### src/rtl/output_display.sv
// output_display: latched bus value shown in decimal on a muxed 4-digit 7-seg display; OUTPUT_DISPLAY_HEX_EN adds hex_mode
module output_display #(
  parameter logic [15:0] REFRESH_DIV = 16'd50000,
  parameter int          BUS_W       = 8
) (
  input  logic             clk,
  input  logic             rst,
  input  logic [BUS_W-1:0] bus,
  input  logic             loadDR,
  input  logic             signed_mode,
`ifdef OUTPUT_DISPLAY_HEX_EN
  input  logic             hex_mode,
`endif
  output logic [6:0]       seg,
  output logic [3:0]       an,
  output logic             busy
);
  logic [19:0] sr_q, sr_d, adj;
  logic [2:0]  step_q, step_d;
  logic        busy_q, busy_d, neg_pend_q, neg_pend_d;
  logic [3:0]  hund_q, hund_d, tens_q, tens_d, units_q, units_d;
  logic        neg_q, neg_d, hex_q, hex_d;
  logic [15:0] ref_q, ref_d;
  logic [1:0]  idx_q, idx_d;
  logic [6:0]  seg_q, seg_d;
  logic [3:0]  an_q, an_d;
  logic [7:0]  mag;
  logic [3:0]  dig;
  logic        blank, term;
  function automatic logic [3:0] fix(input logic [3:0] d);
    return d >= 4'd5 ? d + 4'd3 : d;
  endfunction
  function automatic logic [6:0] dec(input logic [3:0] d);
    case (d)
      4'h0: return 7'h40;
      4'h1: return 7'h79;
      4'h2: return 7'h24;
      4'h3: return 7'h30;
      4'h4: return 7'h19;
      4'h5: return 7'h12;
      4'h6: return 7'h02;
      4'h7: return 7'h78;
      4'h8: return 7'h00;
      4'h9: return 7'h10;
      4'hA: return 7'h08;
      4'hB: return 7'h03;
      4'hC: return 7'h46;
      4'hD: return 7'h21;
      4'hE: return 7'h06;
      default: return 7'h0E;
    endcase
  endfunction
  always_comb begin
    mag = (signed_mode && bus[7]) ? ~bus + 8'd1 : bus;
    // rotate rather than shift: the bit leaving the top is always 0 and lands in the spent binary field
    adj = {sr_q[19:16], fix(sr_q[15:12]), fix(sr_q[11:8]), sr_q[7:0]};
    sr_d = sr_q;
    step_d = step_q;
    busy_d = busy_q;
    neg_pend_d = neg_pend_q;
    hund_d = hund_q;
    tens_d = tens_q;
    units_d = units_q;
    neg_d = neg_q;
    hex_d = hex_q;
`ifdef OUTPUT_DISPLAY_HEX_EN
    if (loadDR && hex_mode) begin
      busy_d = 1'b0;
      hund_d = 4'd0;
      tens_d = bus[7:4];
      units_d = bus[3:0];
      neg_d = 1'b0;
      hex_d = 1'b1;
    end else
`endif
    if (loadDR) begin
      sr_d = {12'd0, mag};
      step_d = 3'd0;
      busy_d = 1'b1;
      neg_pend_d = signed_mode && bus[7];
    end else if (busy_q) begin
      sr_d = {adj[18:0], adj[19]};
      step_d = step_q + 3'd1;
      if (step_q == 3'd7) begin
        busy_d = 1'b0;
        hund_d = sr_d[19:16];
        tens_d = sr_d[15:12];
        units_d = sr_d[11:8];
        neg_d = neg_pend_q;
        hex_d = 1'b0;
      end
    end
    term = ref_q == REFRESH_DIV - 16'd1;
    ref_d = term ? 16'd0 : ref_q + 16'd1;
    idx_d = term ? idx_q + 2'd1 : idx_q;
    dig = idx_d == 2'd0 ? units_q : idx_d == 2'd1 ? tens_q : hund_q;
    blank = idx_d == 2'd3 ? 1'b1 :
            idx_d == 2'd2 ? (hex_q || hund_q == 4'd0) :
            idx_d == 2'd1 ? (!hex_q && hund_q == 4'd0 && tens_q == 4'd0) : 1'b0;
    seg_d = (idx_d == 2'd3 && neg_q) ? 7'h3F : blank ? 7'h7F : dec(dig);
    an_d = ~(4'b0001 << idx_d);
  end
  always_ff @(posedge clk) begin
    if (rst) begin
      sr_q <= '0;
      step_q <= '0;
      busy_q <= 1'b0;
      neg_pend_q <= 1'b0;
      hund_q <= '0;
      tens_q <= '0;
      units_q <= '0;
      neg_q <= 1'b0;
      hex_q <= 1'b0;
      ref_q <= '0;
      idx_q <= '0;
      seg_q <= 7'h7F;
      an_q <= 4'hF;
    end else begin
      sr_q <= sr_d;
      step_q <= step_d;
      busy_q <= busy_d;
      neg_pend_q <= neg_pend_d;
      hund_q <= hund_d;
      tens_q <= tens_d;
      units_q <= units_d;
      neg_q <= neg_d;
      hex_q <= hex_d;
      ref_q <= ref_d;
      idx_q <= idx_d;
      seg_q <= seg_d;
      an_q <= an_d;
    end
  end
  assign seg = seg_q;
  assign an = an_q;
  assign busy = busy_q;
endmodule

### config.mk
export PLATFORM = sky130hd
export DESIGN_NAME = output_display
export DESIGN_NICKNAME = d
export VERILOG_FILES = /design/src/rtl/output_display.sv
export SDC_FILE = /design/constraint.sdc
export NUM_CORES = 1
export LEC_CHECK = 0
export ABC_AREA = 1
export BUFFER_PORTS_ARGS = -buffer_cell sky130_fd_sc_hd__clkbuf_2
export CORE_MARGIN = 4
export CORE_UTILIZATION = 63
export CTS_CLUSTER_DIAMETER = 150
export DETAILED_ROUTE_END_ITERATION = 10
export GPL_TIMING_DRIVEN = 0
export PLACE_DENSITY = 0.82
export SKIP_LAST_GASP = 1
export SLEW_MARGIN = 20
export SYNTH_ARGS = -nofsm -noshare
export SYNTH_HDL_FRONTEND = slang
export SYNTH_SLANG_ARGS = --single-unit
### constraint.sdc
create_clock -name clk -period 3.9 [get_ports clk]
set_clock_uncertainty 0.1 [all_clocks]
set_input_delay 0.585 -clock clk [delete_from_list [all_inputs] [get_ports clk]]
set_output_delay 0.585 -clock clk [all_outputs]
set_load 0.05 [all_outputs]
# --- Word-level counts from Yosys, hierarchy flattened ---
# Memory sizes are Yosys's and may differ from the RTL's.
# Index checks and enable logic that the tools add are counted.
classes:
  addsub: 6
  magnitude_cmp: 2
  eq_ne: 5
  shifts: 1
  muxes: 16
  bitwise: 3
  n_reduce_logical: 11
op_table:
  columns: ["op", "n"]
  rows:
  - ["two-way mux 8 bit", 3]
  - ["adder 16 x 1 -> 16 bit (second input constant)", 1]
  - ["== test 16 bit (second input constant)", 1]
  - ["two-way mux 4 bit", 4]
  - ["two-way mux 7 bit", 2]
  - ["adder 4 x 2 -> 4 bit (second input constant)", 2]
  - ["adder 8 x 1 -> 8 bit (second input constant)", 1]
  - [">= comparator 4 x 3 -> 1 bit (second input constant)", 2]
  - ["logical NOT 4 bit", 2]
  - ["NOT 8 bit", 1]
  - ["two-way mux 1 bit", 6]
  - ["== test 2 bit (second input constant)", 2]
  - ["NOT 4 bit", 1]
  - ["OR reduction 2 bit", 2]
  - ["<< shifter 1 x 2 -> 4 bit (first input constant)", 1]
  - ["adder 3 x 1 -> 3 bit (second input constant)", 1]
  - ["== test 3 bit (second input constant)", 1]
  - ["logical AND 1 bit", 3]
  - ["AND reduction 3 bit", 1]
  - ["OR reduction 3 bit", 1]
  - ["adder 2 x 1 -> 2 bit (second input constant)", 1]
  - ["== test 2 x 1 -> 1 bit (second input constant)", 1]
  - ["logical NOT 2 bit", 1]
  - ["two-way mux 2 bit", 1]
  - ["other kinds (2)", 2]
totals:
  ff_bits: 67
  rom_bits: 112
  inputBits: 12
  out_inout_bits: 12
  memories: 1
mem_list:
  columns: ["name", "words", "word_bits", "rd", "rd_clocked_by_memory_dff", "wr", "line", "text"]
  rows:
  - ["(name not given)", 16, 7, 1, 0, 0, "34", "case (d)"]

# --- Logic depth before layout (Yosys ltp) ---
logic_depth:
  ltp_word: 8
  mapped_depth: 19
  mapped_depth_nobuf: 19

# --- Least setup slack after synthesis ---
# OpenSTA, ideal clock, no wires.
synth_path:
  path_type: "reg-to-reg"
  start: "register ref_q[0]"
  end: "register seg_q[3], in the netlist seg[3]"
  setup_ps: 113
  arrival_ps: 1990
  slack_ps: 1697
  stages_incl_launch_ff: 18
  cell_sequence: "dfxtp_1 -> ha_1 -> nand3_4 -> nor2_4 -> nand3_2 -> nand2_4 -> nor2_4 -> nand2_1 -> nand2_1 -> nor2_2 -> inv_1 -> ha_1 -> inv_1 -> nor2_1 -> nor2_2 -> nand2_1 -> nand2_1 -> nand2_1"
synth_via:
  elab_chain_cells: 7
  elab_cells_between_ends: 14
  classes_between: "4 x eq/ne; 6 x mux; 3 x reduce/logical; 1 x memory"
synth_rtl:
  columns: ["element", "line", "text"]
  rows:
  - ["start, declared", "23", "logic [15:0] ref_q, ref_d;"]
  - ["start signal, assigned", "128", "ref_q <= ref_d;"]
  - ["== test 16 bit *", "93", "term = ref_q == REFRESH_DIV - 16'd1;"]
  - ["two-way mux 2 bit *", "95", "idx_d = term ? idx_q + 2'd1 : idx_q;"]
  - ["parallel branches: the longest is 5 deep, another holds memory (16 x 7 bit)", null, null]
  - ["end signal, assigned", "130", "seg_q <= seg_d;"]
  - ["end, declared", "25", "logic [6:0] seg_q, seg_d;"]
# Every way passes the cells marked *.
# A chain may end at the register's enable or synchronous reset.

# --- Worst setup path after layout ---
# Same ends and word-level chain as after synthesis.

==> impl_metrics.env <==
export IMPL_rows=26
export IMPL_dieArea_um2=6570
export IMPL_end_kind="flip-flop"
export IMPL_grt_pass1_wl_um=11400
export IMPL_layout_common_cells="88 x nand2_1, 67 x dfxtp_1, 58 x inv_1"
export IMPL_critPathRequiredTime_ns=4.04
export IMPL_netlist_area_leader_share_pct=39.9
export IMPL_fin_tns_setup_ns=0
export IMPL_cts_root_buffer="clkbuf_8"
export IMPL_async_reset_ff_share_pct=0
export IMPL_cts_repair_resized=0
export IMPL_drc=0
export IMPL_die_h_um=81.1
export IMPL_io_pins=24
export IMPL_grt_pass1_vias=2686
export IMPL_cts_clk_slew_worst_paths_ns=0.07
export IMPL_ys_ff_latch=67
export IMPL_first_iter_violations=151
export IMPL_start_util_pct=65.4
export IMPL_cts_buffers=9
export IMPL_netlist_area_um2=3360
export IMPL_hp_class="reg2reg"
export IMPL_overflow=0
export IMPL_post_drt_via_cell_ratio=5.19
export IMPL_hold_viol=0
export IMPL_antenna_found_initial=0
export IMPL_seq_area_um2=1340
export IMPL_finalInstanceArea_um2=3760
export IMPL_area_growth_pct=11.9
export IMPL_fin_total_pwr_mw=1.39
export IMPL_worst_setup_path_start_kind="flip-flop"
export IMPL_fill_cells=442
export IMPL_finalSetupViolations=0
export IMPL_outcome="complete, no violations"
export IMPL_hp_start="ref_q[0]"
export IMPL_syn_inst=454
export IMPL_post_cts_buffers=0
export IMPL_cts_buffer_depth=2
export IMPL_ys_top_cells_by_area="dfxtp_1 40%, nand2_1 9.8%, inv_1 6.5%"
export IMPL_r2r_start="ref_q[0]"
export IMPL_synth_cell_types=36
export IMPL_cp_arrival_ns=2.60
export IMPL_fp_coreArea_um2=5140
export IMPL_synth_largest_area_cell="dfxtp_1"
export IMPL_rsz0062_at_grt="no"
export IMPL_drive_gt1_share_pct=15.4
export IMPL_leakage_nw=1.61
export IMPL_clock_sinks=67
export IMPL_synth_ff_type="dfxtp_1"
export IMPL_startpoint="ref_q[0]"
export IMPL_switching_share_pct=24.9
export IMPL_switching_power_mw=0.347
export IMPL_fin_crit_ns=2.47
export IMPL_insertion_delay_ns=0.35
export IMPL_relSlewSlack_pct=66.1
export IMPL_grt_util_all_layers_pct=22.4
export IMPL_cts_hold_buf=0
export IMPL_wirelength_um=6530
export IMPL_grt_max_degree=13
export IMPL_port_buffers=22
export IMPL_ant_nets=0
export IMPL_synth_seq_area_share_pct=39.9
export IMPL_path_class="reg2reg"
export IMPL_multiInputGateArea_um2=1750
export IMPL_place_area_um2=3560
export IMPL_wl_per_cell_um=11.6
export IMPL_final_common_cell="nand2_1"
export IMPL_p_comb_share_pct=7.4
export IMPL_timing_fmax_mhz=406
export IMPL_power_frac_seq_pct=51.2
export IMPL_period_share_pct=63.2
export IMPL_worst_pin_slew_ns=0.507
export IMPL_p_clk_share_pct=41.4
export IMPL_cts_htree_levels=3
export IMPL_dp_hpwl_um=4840
export IMPL_p_int_mw=1.05
export IMPL_cts_tree="done"
export IMPL_syn_nets=481
export IMPL_yosysWarningCount=0
export IMPL_num_antenna_cells=0
export IMPL_avgSynthCellArea_um2=7.41
export IMPL_gp_congestion=0.866
export IMPL_dr_pass1_iters=4
export IMPL_p_per_area_nw_per_um2=370
export IMPL_crit_fanout=9
export IMPL_synth_edf_count=0
export IMPL_finalMaxSlewViolations=0
export IMPL_cap_viol_max_count=0
export IMPL_die_width_um=81.1
export IMPL_vias=2915
export IMPL_irDropWorstVdd_mv=0.296
export IMPL_fin_nets=514
[stage by stage]
| stage | hold WS [ns] | instances | worst slack (ns) | utilization [%] |
|---|---|---|---|---|
| 2_1_floorplan | 0.318 | 454 | 1.70 | - |
| 3_3_place_gp | 0.330 | 546 | 1.51 | 69.3 |
| 3_5_place_dp | 0.345 | 546 | 1.46 | 69.3 |
| 4_1_cts | 0.355 | 562 | 1.42 | 73.2 |
| 5_1_grt | 0.375 | 562 | 1.26 | 73.2 |
| 6_report | 0.352 | 562 | 1.43 | 73.2 |
[synthesized netlist by cell type, types with 3 or more instances]
master	count
inv_1	58
o21bai_1	3
nand2_1	88
nor2_1	40
nor3_1	4
or2_2	6
clkbuf_1	8
nand3_1	25
nand2_4	3
nand3_2	3
o21ai_0	33
nor2_4	3
xnor2_1	3
nand2_2	4
a21oi_1	41
ha_1	15
dfxtp_1	67
nand4_1	4
nor2_2	9
xor2_1	7
a31oi_1	7
[layer usage]
metal	vias to the layer above	track usage, %	wire length (µm)	share of wire, %
met5	-	0	0	0
met2	46	38.1	3120	48
met4	0	9.97	125	1.9
li1	1529	-	-	-
met3	12	6.21	281	4.3
met1	1328	26.2	3000	46
[power by group through the flow]
stage	clock network [mW]	registers [mW]	logic, mW
after global placement	0	0.728	0.0997
after detailed placement	0	0.729	0.103
after floorplan	0	0.745	0.0561
final	0.576	0.713	0.103
after global routing	0.618	0.716	0.115
after CTS	0.586	0.713	0.103
[path summary, 6_finish.rpt]
kind | slack [ns] | to | depth (start not counted)
setup / recovery | 1.43 | seg[3] | 17
hold / removal | 0.35 | ref_q[0] | 1
setup reg to reg | 1.43 | seg[3] | 17
hold reg to reg | 0.35 | ref_q[0] | 1
[sequential cells by signal, indices dropped and copies added (netlist names)]
signal      cells
an              4
sr_q           20
ref_q          16
busy            1
step_q          3
tens_q          4
hund_q          4
neg_q           1
idx_q           2
seg             7
units_q         4
neg_pend_q      1
[area by class of cell]
type,count,area share (%)
flip-flops and latches,67,35.7
well taps,70,2.33
repair buffers,22,2.93
multi-input cells,315,46.4
clock buffers,10,3.66
plain buffers,9,0.931
inverters,63,6.35
clock inverters,6,1.73
[cell families after synthesis]
| logic type | synth area share, % |
|---|---|
| adder cells (fa/ha/maj) | 5.58 |
| flip-flops | 39.9 |
| AO/OA/AOI/OAI | 14.7 |
| AND/OR/NAND/NOR | 29.1 |
| XOR/XNOR | 2.61 |
| buffers and inverters | 8.15 |
[worst max-delay path, cell delays in order, from the launching register on]
cell and delay, ns:
dfxtp_1 0.35, ha_1 0.24, nand3_4 0.14, nor2_4 0.14
nand3_2 0.12, nand2_4 0.17, nor2_4 0.06, nand2_1 0.06
nand2_1 0.07, nor2_2 0.19, inv_1 0.13, ha_1 0.22
inv_1 0.08, nor2_1 0.07, nor2_2 0.08, nand2_1 0.05
nand2_1 0.05, nand2_1 0.04
(Power assumes the default switching activity.)
